===== config.mk =====
export PLATFORM = sky130hd
export DESIGN_NAME = fp_add_pipe
export DESIGN_NICKNAME = d
export VERILOG_FILES = /design/src/rtl/fp_add_pipe.sv
export SDC_FILE = /design/constraint.sdc
export NUM_CORES = 1
export LEC_CHECK = 0
export ABC_AREA = 1
export BUFFER_PORTS_ARGS = -buffer_cell sky130_fd_sc_hd__buf_2
export CORE_MARGIN = 2
export CORE_UTILIZATION = 61
export CTS_BUF_LIST = sky130_fd_sc_hd__clkbuf_16
export DETAILED_ROUTE_END_ITERATION = 16
export PLACE_DENSITY = 0.82
export SLEW_MARGIN = 20
export SYNTH_ARGS = -nofsm -noshare
export SYNTH_HDL_FRONTEND = slang
export SYNTH_SLANG_ARGS = --single-unit

===== constraint.sdc =====
create_clock -name clk -period 5.75 [get_ports clk]
set_input_delay 0.8625 -clock clk [delete_from_list [all_inputs] [get_ports clk]]
set_output_delay 0.8625 -clock clk [all_outputs]
set_load 0.1 [all_outputs]

===== src/rtl/fp_add_pipe.sv =====
// fp_add_pipe: 3-stage pipelined floating-point adder/subtractor with valid/ready handshake.
// Define FP_ADD_RNE_EN for round-to-nearest-even; when undefined, results truncate toward zero.
module fp_add_pipe #(
   parameter  int EXP_W = 5,
   parameter  int MAN_W = 10,
   localparam int W     = 1 + EXP_W + MAN_W
) (
   input  logic         clk,
   input  logic         rst,
   input  logic         in_valid,
   output logic         in_ready,
   input  logic [W-1:0] a,
   input  logic [W-1:0] b,
   input  logic         sub,
   output logic         out_valid,
   input  logic         out_ready,
   output logic [W-1:0] sum,
   output logic [3:0]   flags
);

   localparam int FW    = MAN_W + 4;            // hidden + fraction + guard/round/sticky
   localparam int SW    = MAN_W + 5;            // aligned field plus carry
   localparam int LZC_W = $clog2(FW + 1);
   localparam int XW    = EXP_W + LZC_W + 1;    // signed exponent headroom for normalisation
   localparam logic [EXP_W-1:0] EXP_ONES = '1;
   localparam logic [W-1:0] QNAN = {1'b0, {EXP_W{1'b1}}, 1'b1, {(MAN_W-1){1'b0}}};
   localparam logic signed [XW-1:0] EXP_OVF = XW'((2 ** EXP_W) - 1);

   logic en;

   assign in_ready = !(out_valid & !out_ready);
   assign en       = in_ready;

   // ---------------- Stage 1: unpack, compare, align ----------------
   logic             sign_a, sign_b;
   logic [EXP_W-1:0] exp_a, exp_b;
   logic [MAN_W-1:0] frac_a, frac_b, frac_a_f, frac_b_f;
   logic             zero_a, zero_b, nan_a, nan_b, inf_a, inf_b;
   logic             a_ge_b;
   logic             sign_big, zero_big, zero_small;
   logic [EXP_W-1:0] exp_big, exp_small, shift_amt;
   logic [MAN_W-1:0] frac_big, frac_small;
   logic [FW-1:0]    man_big_field, man_small_field, shifted, low_mask, aligned;
   logic             lost;
   logic             is_special, is_invalid;
   logic [W-1:0]     special_sum;

   assign sign_a   = a[W-1];
   assign sign_b   = b[W-1] ^ sub;
   assign exp_a    = a[W-2:MAN_W];
   assign exp_b    = b[W-2:MAN_W];
   assign frac_a   = a[MAN_W-1:0];
   assign frac_b   = b[MAN_W-1:0];
   assign zero_a   = (exp_a == '0);
   assign zero_b   = (exp_b == '0);
   // Subnormals are flushed: their fraction is ignored entirely
   assign frac_a_f = zero_a ? '0 : frac_a;
   assign frac_b_f = zero_b ? '0 : frac_b;
   assign nan_a    = (exp_a == EXP_ONES) && (frac_a != '0);
   assign nan_b    = (exp_b == EXP_ONES) && (frac_b != '0);
   assign inf_a    = (exp_a == EXP_ONES) && (frac_a == '0);
   assign inf_b    = (exp_b == EXP_ONES) && (frac_b == '0);
   assign a_ge_b   = {exp_a, frac_a_f} >= {exp_b, frac_b_f};

   always_comb begin
      sign_big   = sign_b;
      exp_big    = exp_b;
      exp_small  = exp_a;
      frac_big   = frac_b_f;
      frac_small = frac_a_f;
      zero_big   = zero_b;
      zero_small = zero_a;
      if (a_ge_b) begin
         sign_big   = sign_a;
         exp_big    = exp_a;
         exp_small  = exp_b;
         frac_big   = frac_a_f;
         frac_small = frac_b_f;
         zero_big   = zero_a;
         zero_small = zero_b;
      end
   end

   assign man_big_field   = {~zero_big, frac_big, 3'b000};
   assign man_small_field = {~zero_small, frac_small, 3'b000};
   assign shift_amt       = exp_big - exp_small;
   assign shifted         = man_small_field >> shift_amt;

   genvar gi;
   generate
      for (gi = 0; gi < FW; gi++) begin : g_mask
         assign low_mask[gi] = int'(shift_amt) > gi;
      end
   endgenerate

   // Large shifts empty the field naturally; everything shifted out lands in sticky
   assign lost    = |(man_small_field & low_mask);
   assign aligned = {shifted[FW-1:1], shifted[0] | lost};

   assign is_special  = nan_a | nan_b | inf_a | inf_b;
   assign is_invalid  = nan_a | nan_b | (inf_a & inf_b & (sign_a ^ sign_b));
   assign special_sum = is_invalid ? QNAN
                      : {(inf_a ? sign_a : sign_b), EXP_ONES, {MAN_W{1'b0}}};

   logic             s1_valid_reg;
   logic             s1_special_reg, s1_invalid_reg;
   logic [W-1:0]     s1_special_sum_reg;
   logic             s1_sign_reg, s1_eff_sub_reg;
   logic [EXP_W-1:0] s1_exp_reg;
   logic [FW-1:0]    s1_man_big_reg, s1_man_small_reg;

   always_ff @(posedge clk) begin
      if (rst) begin
         s1_valid_reg <= 1'b0;
      end else if (en) begin
         s1_valid_reg       <= in_valid;
         s1_special_reg     <= is_special;
         s1_invalid_reg     <= is_invalid;
         s1_special_sum_reg <= special_sum;
         s1_sign_reg        <= sign_big;
         s1_eff_sub_reg     <= sign_a ^ sign_b;
         s1_exp_reg         <= exp_big;
         s1_man_big_reg     <= man_big_field;
         s1_man_small_reg   <= aligned;
      end
   end

   // ---------------- Stage 2: add/subtract ----------------
   logic [SW-1:0] man_sum;

   // Operands are ordered by magnitude, so the difference never goes negative
   assign man_sum = s1_eff_sub_reg ? ({1'b0, s1_man_big_reg} - {1'b0, s1_man_small_reg})
                                   : ({1'b0, s1_man_big_reg} + {1'b0, s1_man_small_reg});

   logic             s2_valid_reg;
   logic             s2_special_reg, s2_invalid_reg;
   logic [W-1:0]     s2_special_sum_reg;
   logic             s2_sign_reg, s2_eff_sub_reg;
   logic [EXP_W-1:0] s2_exp_reg;
   logic [SW-1:0]    s2_sum_reg;

   always_ff @(posedge clk) begin
      if (rst) begin
         s2_valid_reg <= 1'b0;
      end else if (en) begin
         s2_valid_reg       <= s1_valid_reg;
         s2_special_reg     <= s1_special_reg;
         s2_invalid_reg     <= s1_invalid_reg;
         s2_special_sum_reg <= s1_special_sum_reg;
         s2_sign_reg        <= s1_sign_reg;
         s2_eff_sub_reg     <= s1_eff_sub_reg;
         s2_exp_reg         <= s1_exp_reg;
         s2_sum_reg         <= man_sum;
      end
   end

   // ---------------- Stage 3: normalise, round, pack ----------------
   logic                 carry;
   logic [LZC_W-1:0]     lzc;
   logic [FW-1:0]        norm;
   logic signed [XW-1:0] exp_ext, lzc_ext, exp_norm, exp_rnd;
   logic [MAN_W:0]       mant;
   logic [MAN_W+1:0]     mant_rnd;
   logic                 grd, rnd, stk, round_up, inexact;
   logic [W-1:0]         sum_next;
   logic [3:0]           flags_next;

   assign carry   = s2_sum_reg[SW-1];
   assign exp_ext = {{(XW-EXP_W){1'b0}}, s2_exp_reg};
   assign lzc_ext = {{(XW-LZC_W){1'b0}}, lzc};

   always_comb begin
      lzc = LZC_W'(FW);
      for (int i = 0; i < FW; i++) begin
         if (s2_sum_reg[i]) lzc = LZC_W'(FW - 1 - i);
      end
   end

   always_comb begin
      if (carry) begin
         norm     = {s2_sum_reg[SW-1:2], s2_sum_reg[1] | s2_sum_reg[0]};
         exp_norm = exp_ext + XW'(1);
      end else begin
         norm     = s2_sum_reg[FW-1:0] << lzc;
         exp_norm = exp_ext - lzc_ext;
      end
   end

   assign mant    = norm[FW-1:3];
   assign grd     = norm[2];
   assign rnd     = norm[1];
   assign stk     = norm[0];
   assign inexact = grd | rnd | stk;

`ifdef FP_ADD_RNE_EN
   assign round_up = grd & (rnd | stk | mant[0]);
`else
   assign round_up = 1'b0;
`endif

   // A rounding carry leaves the fraction all zero, so the low bits are correct either way
   assign mant_rnd = {1'b0, mant} + {{(MAN_W+1){1'b0}}, round_up};
   assign exp_rnd  = exp_norm + {{(XW-1){1'b0}}, mant_rnd[MAN_W+1]};

   always_comb begin
      sum_next   = {s2_sign_reg, exp_rnd[EXP_W-1:0], mant_rnd[MAN_W-1:0]};
      flags_next = {3'b000, inexact};
      if (s2_special_reg) begin
         sum_next   = s2_special_sum_reg;
         flags_next = {s2_invalid_reg, 3'b000};
      end else if (s2_sum_reg == '0) begin
         // Exact cancellation yields +0; like-signed zeros keep their sign
         sum_next   = {s2_sign_reg & ~s2_eff_sub_reg, {(W-1){1'b0}}};
         flags_next = 4'b0000;
      end else if (exp_rnd >= EXP_OVF) begin
`ifdef FP_ADD_RNE_EN
         sum_next   = {s2_sign_reg, EXP_ONES, {MAN_W{1'b0}}};
`else
         sum_next   = {s2_sign_reg, EXP_ONES - EXP_W'(1), {MAN_W{1'b1}}};
`endif
         flags_next = 4'b0101;
      end else if (exp_rnd[XW-1] || (exp_rnd == '0)) begin
         sum_next   = {s2_sign_reg, {(W-1){1'b0}}};
         flags_next = 4'b0011;
      end
   end

   logic         out_valid_reg;
   logic [W-1:0] sum_reg;
   logic [3:0]   flags_reg;

   always_ff @(posedge clk) begin
      if (rst) begin
         out_valid_reg <= 1'b0;
         sum_reg       <= '0;
         flags_reg     <= '0;
      end else if (en) begin
         out_valid_reg <= s2_valid_reg;
         sum_reg       <= sum_next;
         flags_reg     <= flags_next;
      end
   end

   assign out_valid = out_valid_reg;
   assign sum       = sum_reg;
   assign flags     = flags_reg;

endmodule

==> metrics.md, run 1 <==
| Metric | Value |
|---|---|
| PortBufs | `58` |
| Unrepaired setup endpoints after global routing | `no` |
| Layout cell share with drive strength beyond 1 | `11.2%` |
| Via Count | `6536` |
| Worst-Margin Slew | `0.953 ns` |
| Initial DRC count | `764` |
| Overall routing resource usage | `32.1%` |
| Fin nets | `1060` |
| Initial Util | `62.1%` |
| Sw power | `1.06 mW` |
| Placed wire-length estimate | `14400 um` |
| Avg Inst Size Synth | `7.16 um^2` |
| DR WL/cell | `16.3 um` |
| Syn nets | `1015` |
| Final setup viols | `0` |
| # fillers | `925` |
| Global route hottest layer | `met2` |
| Ys async rst share | `0%` |
| Worst EP arrival | `4.70 ns` |
| Fin crit period | `4.61 ns` |
| TritonCTS Buffers | `9` |
| R2r endpoint | `sum[11]` |
| Max stage delay on crit path | `0.48 ns` |
| Max Cap Viol | `0` |
| GRT met1 Usage | `38.2%` |
| Clk pin slew, worst setup/hold paths | `0.06 ns` |
| Number of synthesized flops with an enable pin | `60` |
| Overflow after GRT | `0` |
| Drt drc | `0` |
| Placement Rows | `38` |
| Met3 usage | `4.16%` |
| Hold_buf cts | `0` |
| Netlist Area Pre-Place | `6670 um^2` |
| #FFs+latches synth | `83` |
| Flip-flop count of the largest register after layout | `16` |
| Peak VDD IR | `0.272 mV` |
| Top fanout value on the critical path | `14` |
| Die width | `109 um` |
| Reg power frac | `33.9%` |
| GP Congestion | `1.04` |
| Hold Path Class | `reg2reg` |
| R2R Setup Slk | `1.47 ns` |
| Util after Layout | `68.1%` |
| Netlist cell types | `52` |
| Num Clock Sinks | `83` |
| CP endpoint kind | `register` |
| TritonCTS clock tree | `done` |
| Drt pass-1 iters | `5` |
| Ant. Diodes | `0` |
| Clk buf depth | `2` |
| Ys Warns | `0` |
| H-tree levels | `3` |
| Area Overhead vs Synth | `9.64%` |
| First-pass GRT wire length | `29200 um` |
| Rel. slew slack | `35.9%` |
| WS Path Type | `in2reg` |
| Clk_lat worst skew | `0.34 ns` |
| Synth area leader | `edfxtp_1` |
| Post-synth top area share | `27.0%` |
| Post-Layout Cell Count | `1122` |
| Final slew viol count | `0` |
| Most used cell, CP | `nand2_1` |
| Final count of hold timing violations | `0` |
| Largest net degree at the start of global routing | `61` |
| IO Pins | `59` |
| Switching share of total power | `44.0%` |
| Vias/cell | `5.83` |
| Die Y-Extent | `109 um` |
| Initial antenna violation count | `0` |
| Hold Path Cell Cnt | `0` |
| Die area | `11800 um^2` |
| Max Clock Freq | `0.217 GHz` |
| Logic pwr share | `44.1%` |
| Internal power | `1.35 mW` |
| DP Cell Count | `1106` |
| Antenna-violating nets left | `0` |
| Pleak | `3.48 nW` |
| Clk pwr share | `22.0%` |
| M2 GR Usage | `56.7%` |
| Worst R2R Start | `s2_sum_reg[3]` |
| CORE AREA | `10700 um^2` |
| Post-Syn Instances | `932` |
| Startpoint types | `primary input` |
| Post-synth top flop | `edfxtp_1` |
| Seq/Total Area, Yosys | `33.9%` |
| Power per cell area | `329 nW/um^2` |
| Worst path required time | `5.84 ns` |
| Setup TNS | `0 ns` |
| Hold EP | `s2_exp_reg[2]` |
| Vias in the first global route | `6024` |
| Status | `finished clean` |
| Reg2Reg Depth | `17` |
| Hold_sp | `s1_exp_reg[2]` |
| Period utilization | `80.2%` |
| Ranking of synthesized cells by area | `edfxtp_1 27%, nand2_1 13%, ha_1 8.3%` |
| Number of gates resized after cts | `0` |
| Post-CTS Setup Bufs | `0` |
| Most common cell in the netlist | `nand2_1` |
| Synth top cells by count | `228 x nand2_1, 117 x inv_1, 89 x nand3_1, 69 x o21ai_0, 61 x a21oi_1` |
| Wirelength, routed | `18300 um` |
| Setup Skew | `0.00711 ns` |
| Clock Root Buffer | `clkbuf_16` |
| Slowest stage cell, crit path | `ha_1` |
-- routing by layer --
layer | routed length, um | up-vias
li1 | - | 3265
met1 | 7370 | 2945
met2 | 9030 | 271
met3 | 991 | 55
met4 | 878 | 0
met5 | 0 | -
-- cell usage in the layout, fill, tap and decap left out, drive strengths merged, types with 9 or more instances in the layout --
master and count:
nand2 238, inv 124, nand3 93, o21ai 73, buf 64, a21oi 62, nor2 62, edfxtp 60
ha 44, nand4 25, dfxtp 23, xor2 14, nor3 13, nor4 9, clkbuf 9
-- worst max-delay path, delay by kind of cell --
kind,cells,cell delay [ns]
buf+inv,3,0.50
fa+ha+maj,2,0.82
compound gates,1,0.18
simple gates,19,2.30
-- through the flow --
stage,hold slack (ns),instance area [um^2],power [mW],worst slack (ns)
after detailed placement,0.408,7040,1.86,0.845
after CTS,0.422,7310,2.39,1.20
after global routing,0.442,7310,2.56,0.675
after global placement,0.401,7040,1.86,0.830
after floorplan,0.400,6670,1.62,1.45
final,0.418,7310,2.41,1.14
-- how the worst max path moves through the flow --
stage / from / endpoint / slack [ns] / cells after the start
2_1_floorplan: out_ready / s1_eff_sub_reg / 1.45 / 4
3_3_place_gp: a[10] / s1_man_small_reg[0] / 0.83 / 24
3_5_place_dp: a[10] / s1_man_small_reg[0] / 0.85 / 24
4_1_cts: a[10] / s1_man_small_reg[0] / 1.20 / 25
5_1_grt: a[10] / s1_man_small_reg[0] / 0.68 / 24
6_report: a[10] / s1_man_small_reg[0] / 1.14 / 25
-- power groups by stage --
| stage | Sequential (mW) | Clock (mW) | Combinational (mW) |
|---|---|---|---|
| after global routing | 0.822 | 0.560 | 1.17 |
| after floorplan | 0.952 | 0 | 0.671 |
| final | 0.816 | 0.529 | 1.06 |
| after detailed placement | 0.826 | 0 | 1.04 |
| after CTS | 0.813 | 0.536 | 1.04 |
| after global placement | 0.822 | 0 | 1.04 |
-- final cells by class --
class                   count  area, um^2  area share, %
clock buffers               9         225           3.08
inverters                 121         454           6.21
repair buffers             64         335           4.59
well taps                 140         175           2.40
clock inverters             7        52.6          0.719
multi-input cells         698        3810           52.1
flip-flops and latches     83        2260           30.9
-- kinds of logic after synthesis --
family,synth area share [%]
simple gates,30.3
xor+xnor,1.97
buf+inv,9.10
fa+ha+maj,8.85
flops,33.9
compound gates,15.7
mux,0.150
Power figures use the tool's default switching activity.
==> run 2, diff against run 1 <==
--- a/config.mk
+++ b/config.mk
@@ -5,13 +5,13 @@
 export SDC_FILE = /design/constraint.sdc
 export NUM_CORES = 1
 export LEC_CHECK = 0
-export ABC_AREA = 1
+export ABC_AREA = 0
 export BUFFER_PORTS_ARGS = -buffer_cell sky130_fd_sc_hd__buf_2
 export CORE_MARGIN = 2
-export CORE_UTILIZATION = 61
+export CORE_UTILIZATION = 55
 export CTS_BUF_LIST = sky130_fd_sc_hd__clkbuf_16
 export DETAILED_ROUTE_END_ITERATION = 16
-export PLACE_DENSITY = 0.82
+export PLACE_DENSITY = 0.78
 export SLEW_MARGIN = 20
 export SYNTH_ARGS = -nofsm -noshare
 export SYNTH_HDL_FRONTEND = slang
==> constraint.sdc (replaced) <==
create_clock -name clk -period 4.1 [get_ports clk]
set_input_delay 0.615 -clock clk [delete_from_list [all_inputs] [get_ports clk]]
set_output_delay 0.615 -clock clk [all_outputs]
set_load 0.1 [all_outputs]
==> run 2 against run 1 <==
Effect of this change: routed wire length grew 0.42%; critical path type unchanged; non-clock buffer count grew 110; cell area grew 15%; cell count shrank 5.4%; highest routed layer unchanged; die area grew 11%; flip-flop and latch count is the same; largest cell class unchanged.
==> metrics.md, run 2 <==
| Metric | Value |
|---|---|
| Status | `finished clean` |
| TritonCTS clock tree | `done` |
| Max Clock Freq | `0.249 GHz` |
| Max Cap Viol | `0 (unchanged)` |
| Fin crit period | `4.01 ns` |
| Peak VDD IR | `0.218 mV (-20%)` |
| Initial antenna violation count | `0 (unchanged)` |
| Die area | `13100 um^2 (+11%)` |
| Storage cell area | `2260 um^2 (unchanged)` |
| Clk pin slew, worst setup/hold paths | `0.07 ns (about the same)` |
| Slowest stage cell, crit path | `ha_4` |
| IO Pins | `59 (unchanged)` |
| Die Y-Extent | `115 um (+5.5%)` |
| Post-Syn Instances | `759 (-19%)` |
| #FFs+latches synth | `83 (unchanged)` |
| Vias in the first global route | `6079 (+0.91%)` |
| Drt pass-1 iters | `5 (unchanged)` |
| Hold Path Class | `reg2reg` |
| Clock Root Buffer | `clkbuf_16` |
| Ant. Diodes | `0 (unchanged)` |
| Placed wire-length estimate | `14200 um (-1.4%)` |
| Most common cell after layout, fill and taps aside | `buf_4` |
| Ys async rst share | `0% (unchanged)` |
| Post-Layout Cell Count | `1061 (-5.4%)` |
| PortBufs | `58 (unchanged)` |
| Num Clock Sinks | `83 (unchanged)` |
| Synth area leader | `edfxtp_1` |
| Clk buf depth | `2 (unchanged)` |
| Startpoint types | `primary input` |
| Via Count | `6407 (-2.0%)` |
| DP Cell Count | `1038 (-6.1%)` |
| Worst path required time | `4.19 ns (-1.65 ns)` |
| CORE AREA | `12000 um^2 (+11%)` |
| Initial DRC count | `419 (-45%)` |
| Ranking of synthesized cells by area | `edfxtp_1 27%, ha_1 8.2%, dfxtp_1 6.8%` |
| CP endpoint kind | `register` |
| GP Congestion | `0.986 (-5.1%)` |
| Total power | `3.93 mW (+63%)` |
| Avg Inst Size Synth | `8.86 um^2 (+24%)` |
| Vias/cell | `6.04 (+3.7%)` |
| Top fanout value on the critical path | `13 (-1)` |
| Pleak | `3.59 nW (+3.1%)` |
| Layout cell share with drive strength beyond 1 | `28.1% (+17 points)` |
| Number of synthesized flops with an enable pin | `60 (unchanged)` |
| Hold WS | `0.424 ns (+0.00544 ns)` |
| Period utilization | `97.9%` |
| Largest net degree at the start of global routing | `28 (-54%)` |
| H-tree levels | `3 (unchanged)` |
| Fin nets | `992 (-6.4%)` |
| Max stage delay on crit path | `0.29 ns (-0.19 ns)` |
| Netlist cell types | `92 (+77%)` |
| Initial Util | `56.2% (-5.9 points)` |
| Placement Rows | `40 (+5.3%)` |
| Footprint of the multi-input gates | `4200 um^2 (+10%)` |
| DR WL/cell | `17.3 um (+6.2%)` |
| Power per cell area | `468 nW/um^2 (+42%)` |
| Syn nets | `842 (-17%)` |
| Ys Warns | `0 (unchanged)` |
| Post-synth top flop | `edfxtp_1` |
| TritonCTS Buffers | `9 (unchanged)` |
| Crit path cell chain | `buf_2 > nor3_4 > nand2_1 > buf_6 > nand2_1 > inv_1 > ha_4 > nand4_4 > nor4_4 > a22oi_2 > buf_4 > and2_4 > o22ai_2 > inv_2 > ha_2 > inv_1 > o221ai_2 > xor2_2 > buf_12 > buf_4 > a21o_1 > o21ai_0 > a31o_1 > o2111ai_2` |
| Antenna-violating nets left | `0 (unchanged)` |
| Final setup viols | `0 (unchanged)` |
| Unrepaired setup endpoints after global routing | `yes` |
| Clk_lat worst skew | `0.35 ns (about the same)` |
| Final slew viol count | `0 (unchanged)` |
| First-pass GRT wire length | `29000 um (-0.80%)` |
| Area Overhead vs Synth | `24.8%` |
| WS Path Type | `in2reg` |
| Seq/Total Area, Yosys | `33.6% (-0.27 points)` |
| Worst-Margin Slew | `0.747 ns (-0.206 ns)` |
| Flip-flop count of the largest register after layout | `16 (unchanged)` |
| Setup Skew | `0.0107 ns (+0.00363 ns)` |
| Die width | `115 um (+5.5%)` |
| Netlist Area Pre-Place | `6720 um^2 (+0.79%)` |
| Util after Layout | `70.2% (+2.1 points)` |
| Final count of hold timing violations | `0 (unchanged)` |
| Post-synth top area share | `26.8% (-0.21 points)` |
| Most common cell in the netlist | `nand2_1` |
| Commonest cells after routing, fill and taps aside | `113 x buf_4, 80 x nand2_1, 60 x a21oi_1, 60 x edfxtp_1, 58 x buf_2` |
| Drt drc | `0 (unchanged)` |
| Overall routing resource usage | `27.8% (-4.3 points)` |
| Synth top cells by count | `80 x nand2_1, 61 x a21oi_1, 60 x edfxtp_1, 58 x nor2_1, 55 x inv_1` |
| Overflow after GRT | `0 (unchanged)` |
| Rel. slew slack | `50.2% (+14 points)` |
| Wirelength, routed | `18300 um (+0.42%)` |
| # fillers | `920 (-0.54%)` |
| Worst EP arrival | `4.10 ns (-0.60 ns)` |
[run 2: cell type report]
type	instances	area share [%]
clock inverter	7	1.10
inverter	63	2.83
timing repair buffer	174	14.2
clock buffer	9	2.68
sequential	83	27.0
multi-input combinational	578	50.0
tap	147	2.19
[run 2: metal layers]
layer,track usage (%),up-vias,share of wire (%)
met5,0,-,0
li1,-,3102,-
met3,3.49,48,4.2
met2,49.8,230,52
met1,32.7,3027,40
met4,13.8,0,4.1
[run 2: timing repair]
action	CTS	global route
cloned	0	2
pin swaps	0	13
setup buffers	0	5
setup endpoints to repair	1	22
gates resized for setup	1	22
endpoints found under the hold margin	0	0
hold buffers	0	0
[run 2: report_power, final]
part	total [mW]	internal (mW)	switching, mW
Sequential	1.17	1.06	0.106
Combinational	1.91	0.762	1.15
Clock	0.857	0.490	0.367
Total	3.93	2.31	1.62
[run 2: kinds of logic (layout without fill, tap and decap cells)]
family / after synthesis / in the layout / share of synthesized area [%]
AOI/OAI and AO/OA: 231 / 231 / 23.4
xor gates and xnor gates: 19 / 19 / 2.59
adders and majority gates: 46 / 46 / 8.78
buffers and inverters: 99 / 253 / 6.31
DFF: 83 / 83 / 33.6
muxes: 40 / 40 / 6.92
and+or+nand+nor: 241 / 242 / 18.4
[run 2: final timing paths]
| kind | start | end | slack (ns) | cells past startpoint |
|---|---|---|---|---|
| max reg2reg | s2_sum_reg[1] | sum[8] | 0.19 | 20 |
| min reg2reg | s1_special_reg | s2_special_reg | 0.42 | 0 |
| min | s1_special_reg | s2_special_reg | 0.42 | 0 |
| max | a[13] | s1_man_small_reg[0] | 0.09 | 24 |
[run 2: through the flow]
step / setup slack [ns] / setup TNS (ns) / instance area [um^2]
after floorplan: -0.0199 / -0.0199 / 6740
after global placement: -0.158 / -0.573 / 7870
after detailed placement: -0.358 / -2.87 / 7870
after CTS: 0.0150 / 0 / 8190
after global routing: -0.0748 / -0.247 / 8390
final: 0.0851 / 0 / 8390
[run 2: critical path, delay by kind of cell]
family	cells	cell delay (ns)
adders and majority gates	2	0.46
buffers and inverters	8	0.94
xor gates and xnor gates	1	0.24
and+or+nand+nor	6	0.92
AOI/OAI and AO/OA	7	0.89
==> run 3, diff against run 2 <==
--- a/config.mk
+++ b/config.mk
@@ -8,10 +8,10 @@
 export ABC_AREA = 0
 export BUFFER_PORTS_ARGS = -buffer_cell sky130_fd_sc_hd__buf_2
 export CORE_MARGIN = 2
-export CORE_UTILIZATION = 55
-export CTS_BUF_LIST = sky130_fd_sc_hd__clkbuf_16
+export CORE_UTILIZATION = 57
+export CTS_BUF_LIST = sky130_fd_sc_hd__clkbuf_2
 export DETAILED_ROUTE_END_ITERATION = 16
-export PLACE_DENSITY = 0.78
+export PLACE_DENSITY = 0.81
 export SLEW_MARGIN = 20
 export SYNTH_ARGS = -nofsm -noshare
 export SYNTH_HDL_FRONTEND = slang
==> run 3 against run 2 <==
Effect of this change: setup slack gained 0.030 ns; routed wire length grew 0.61%; clock power shrank 34%; clock skew grew 0.040 ns; die area shrank 3.4%; core utilization grew 1.0 points; register-to-register slack lost 0.07 ns.
==> metrics.md, run 3 (same netlist as run 2, synthesis figures left out) <==
| Metric | Value |
|---|---|
| Pleak | `3.52 nW (-1.9%)` |
| IO Pins | `59 (unchanged)` |
| Worst path required time | `4.58 ns (+0.39 ns)` |
| Period utilization | `97.2% (-0.74 points)` |
| Fin worst setup slack | `0.115 ns (+0.0302 ns)` |
| Hold Path Class | `in2reg` |
| Clk_lat worst skew | `0.57 ns (+0.22 ns)` |
| Clk pwr share | `15.5% (-6.3 points)` |
| Peak VDD IR | `0.336 mV (+54%)` |
| Overall routing resource usage | `29.0% (+1.2 points)` |
| Flip-flop count of the largest register after layout | `16 (unchanged)` |
| Wirelength, routed | `18500 um (+0.61%)` |
| Most common cell after layout, fill and taps aside | `buf_4` |
| Placed wire-length estimate | `14600 um (+3.0%)` |
| Power per cell area | `444 nW/um^2 (-5.2%)` |
| Fin nets | `992 (unchanged)` |
| Setup Skew | `0.0507 ns (+0.0400 ns)` |
| WS Path Type | `reg2reg` |
| Reg power frac | `32.1% (+2.4 points)` |
| Status | `finished clean` |
| Post-Place Worst Slack | `-0.273 ns (+0.0849 ns)` |
| Clock Root Buffer | `clkbuf_2` |
| # fillers | `887 (-3.6%)` |
| CORE AREA | `11500 um^2 (-4.1%)` |
| Via Count | `6553 (+2.3%)` |
| Die width | `113 um (-1.7%)` |
| Drt pass-1 iters | `6 (+1)` |
| Antenna-violating nets left | `0 (unchanged)` |
| Clk pin slew, worst setup/hold paths | `0.26 ns (+0.19 ns)` |
| Internal power | `2.07 mW (-11%)` |
| First-pass GRT wire length | `29700 um (+2.5%)` |
| Die Y-Extent | `113 um (-1.7%)` |
| PortBufs | `58 (unchanged)` |
| DP Area | `7900 um^2 (+0.48%)` |
| Overflow after GRT | `0 (unchanged)` |
| Hold WS | `0.239 ns (-0.185 ns)` |
| Initial antenna violation count | `1 (+1)` |
| Placement Rows | `39 (-2.5%)` |
| TritonCTS Buffers | `9 (unchanged)` |
| Worst-Margin Slew | `0.864 ns (+0.117 ns)` |
| Sw power | `1.55 mW (-3.9%)` |
| Largest net degree at the start of global routing | `28 (unchanged)` |
| Post-Layout Cell Count | `1058 (-0.28%)` |
| DP Cell Count | `1038 (unchanged)` |
| Final count of hold timing violations | `0 (unchanged)` |
| Vias in the first global route | `6231 (+2.5%)` |
| Commonest cells after routing, fill and taps aside | `115 x buf_4, 80 x nand2_1, 60 x edfxtp_1` |
| Top fanout value on the critical path | `6 (-7)` |
| Initial DRC count | `518 (+24%)` |
| Logic pwr share | `52.4% (+3.9 points)` |
| Hold_buf cts | `0 (unchanged)` |
| Startpoint types | `register` |
| Post-route cell area | `8160 um^2 (-2.7%)` |
| Worst EP arrival | `4.46 ns (+0.36 ns)` |
| Drt drc | `0 (unchanged)` |
| Die area | `12700 um^2 (-3.4%)` |
| Fin crit period | `3.98 ns (-0.0302 ns)` |
| Final setup viols | `0 (unchanged)` |
| H-tree levels | `3 (unchanged)` |
| TritonCTS clock tree | `done` |
| DR WL/cell | `17.4 um (+0.89%)` |
| Max Clock Freq | `0.251 GHz (+0.76%)` |
| CP endpoint kind | `register` |
| Clk buf depth | `2 (unchanged)` |
| Vias/cell | `6.19 (+2.6%)` |
| Area Overhead vs Synth | `21.4%` |
| Max Cap Viol | `0 (unchanged)` |
| Rel. slew slack | `42.4% (-7.8 points)` |
| Setup TNS | `0 ns (unchanged)` |
| Final slew viol count | `0 (unchanged)` |
| Switching share of total power | `42.9% (+1.7 points)` |
| Layout cell share with drive strength beyond 1 | `27.5% (-0.66 points)` |
| Initial Util | `58.6% (+2.4 points)` |
| GP Congestion | `0.914 (-7.3%)` |
| Num Clock Sinks | `83 (unchanged)` |
[run 3: cell types whose count changed in the layout (fill, tap and decap cells not counted), moves of 2 or more]
cell / change
ha_4: -5
ha_2: -2
nor3_1: +2
bufinv_16: +2
clkbuf_2: +9
inv_6: -3
clkbuf_16: -10
nor2b_2: +2
ha_1: +7
buf_4: +2
[run 3: layout make-up]
| cell class | count | area, um^2 | share of cell area (%) |
|---|---|---|---|
| antenna | 1 | 2.50 | 0.0307 |
| clock buffer | 9 | 45.0 | 0.552 |
| clock inverter | 7 | 123 | 1.50 |
| inverter | 63 | 238 | 2.91 |
| multi-input combinational | 577 | 4120 | 50.5 |
| sequential | 83 | 2260 | 27.7 |
| tap | 143 | 179 | 2.19 |
| timing repair buffer | 175 | 1190 | 14.6 |
[run 3: power groups by stage]
stage	clock network [mW]	registers, mW	logic (mW)
floorplan	0	1.38	1.05
global placement	0	1.17	1.79
detailed placement	0	1.17	1.84
global route	0.601	1.18	2.04
finish	0.563	1.16	1.90
CTS	0.572	1.16	1.85
[run 3: repair_timing]
| item | 4_1_cts | 5_1_grt |
|---|---|---|
| buffers inserted | 0 | 3 |
| setup endpoints to repair | 0 | 9 |
| resized for setup | 0 | 14 |
[run 3: final timing paths]
path | endpoint | slack (ns) | start | cells after the start
max | sum[1] | 0.12 | s2_sum_reg[1] | 18
min | s1_valid_reg | 0.24 | in_valid | 3
max reg2reg | sum[1] | 0.12 | s2_sum_reg[1] | 18
min reg2reg | s2_special_sum_reg[9] | 0.45 | s1_special_sum_reg[9] | 0
[run 3: stage by stage]
stage / utilization [%] / power, mW
after global routing: 71.2 / 3.82
after detailed placement: 68.9 / 3.01
after floorplan: - / 2.44
final: 71.2 / 3.62
after global placement: 68.9 / 2.96
after CTS: 70.4 / 3.57
[run 3: layer usage]
| metal | GRT usage, % | vias up | wire length [um] |
|---|---|---|---|
| met5 | 0 | - | 0 |
| met4 | 13.8 | 0 | 736 |
| met3 | 3.46 | 64 | 1020 |
| met2 | 51.7 | 295 | 9370 |
| met1 | 34.8 | 3096 | 7330 |
| li1 | - | 3098 | - |
[run 3: critical path: stages (launching register included)]
cell	delay, ns
edfxtp_1	0.42
buf_4	0.17
nor2_1	0.14
o31ai_1	0.11
a211oi_2	0.31
nor3_2	0.09
nor3_2	0.24
inv_2	0.09
fa_1	0.45
a21o_1	0.19
a211oi_2	0.25
a21oi_2	0.09
xnor2_2	0.26
buf_4	0.17
a41oi_2	0.12
nor2b_2	0.22
buf_4	0.18
a211oi_1	0.06
a311oi_1	0.36
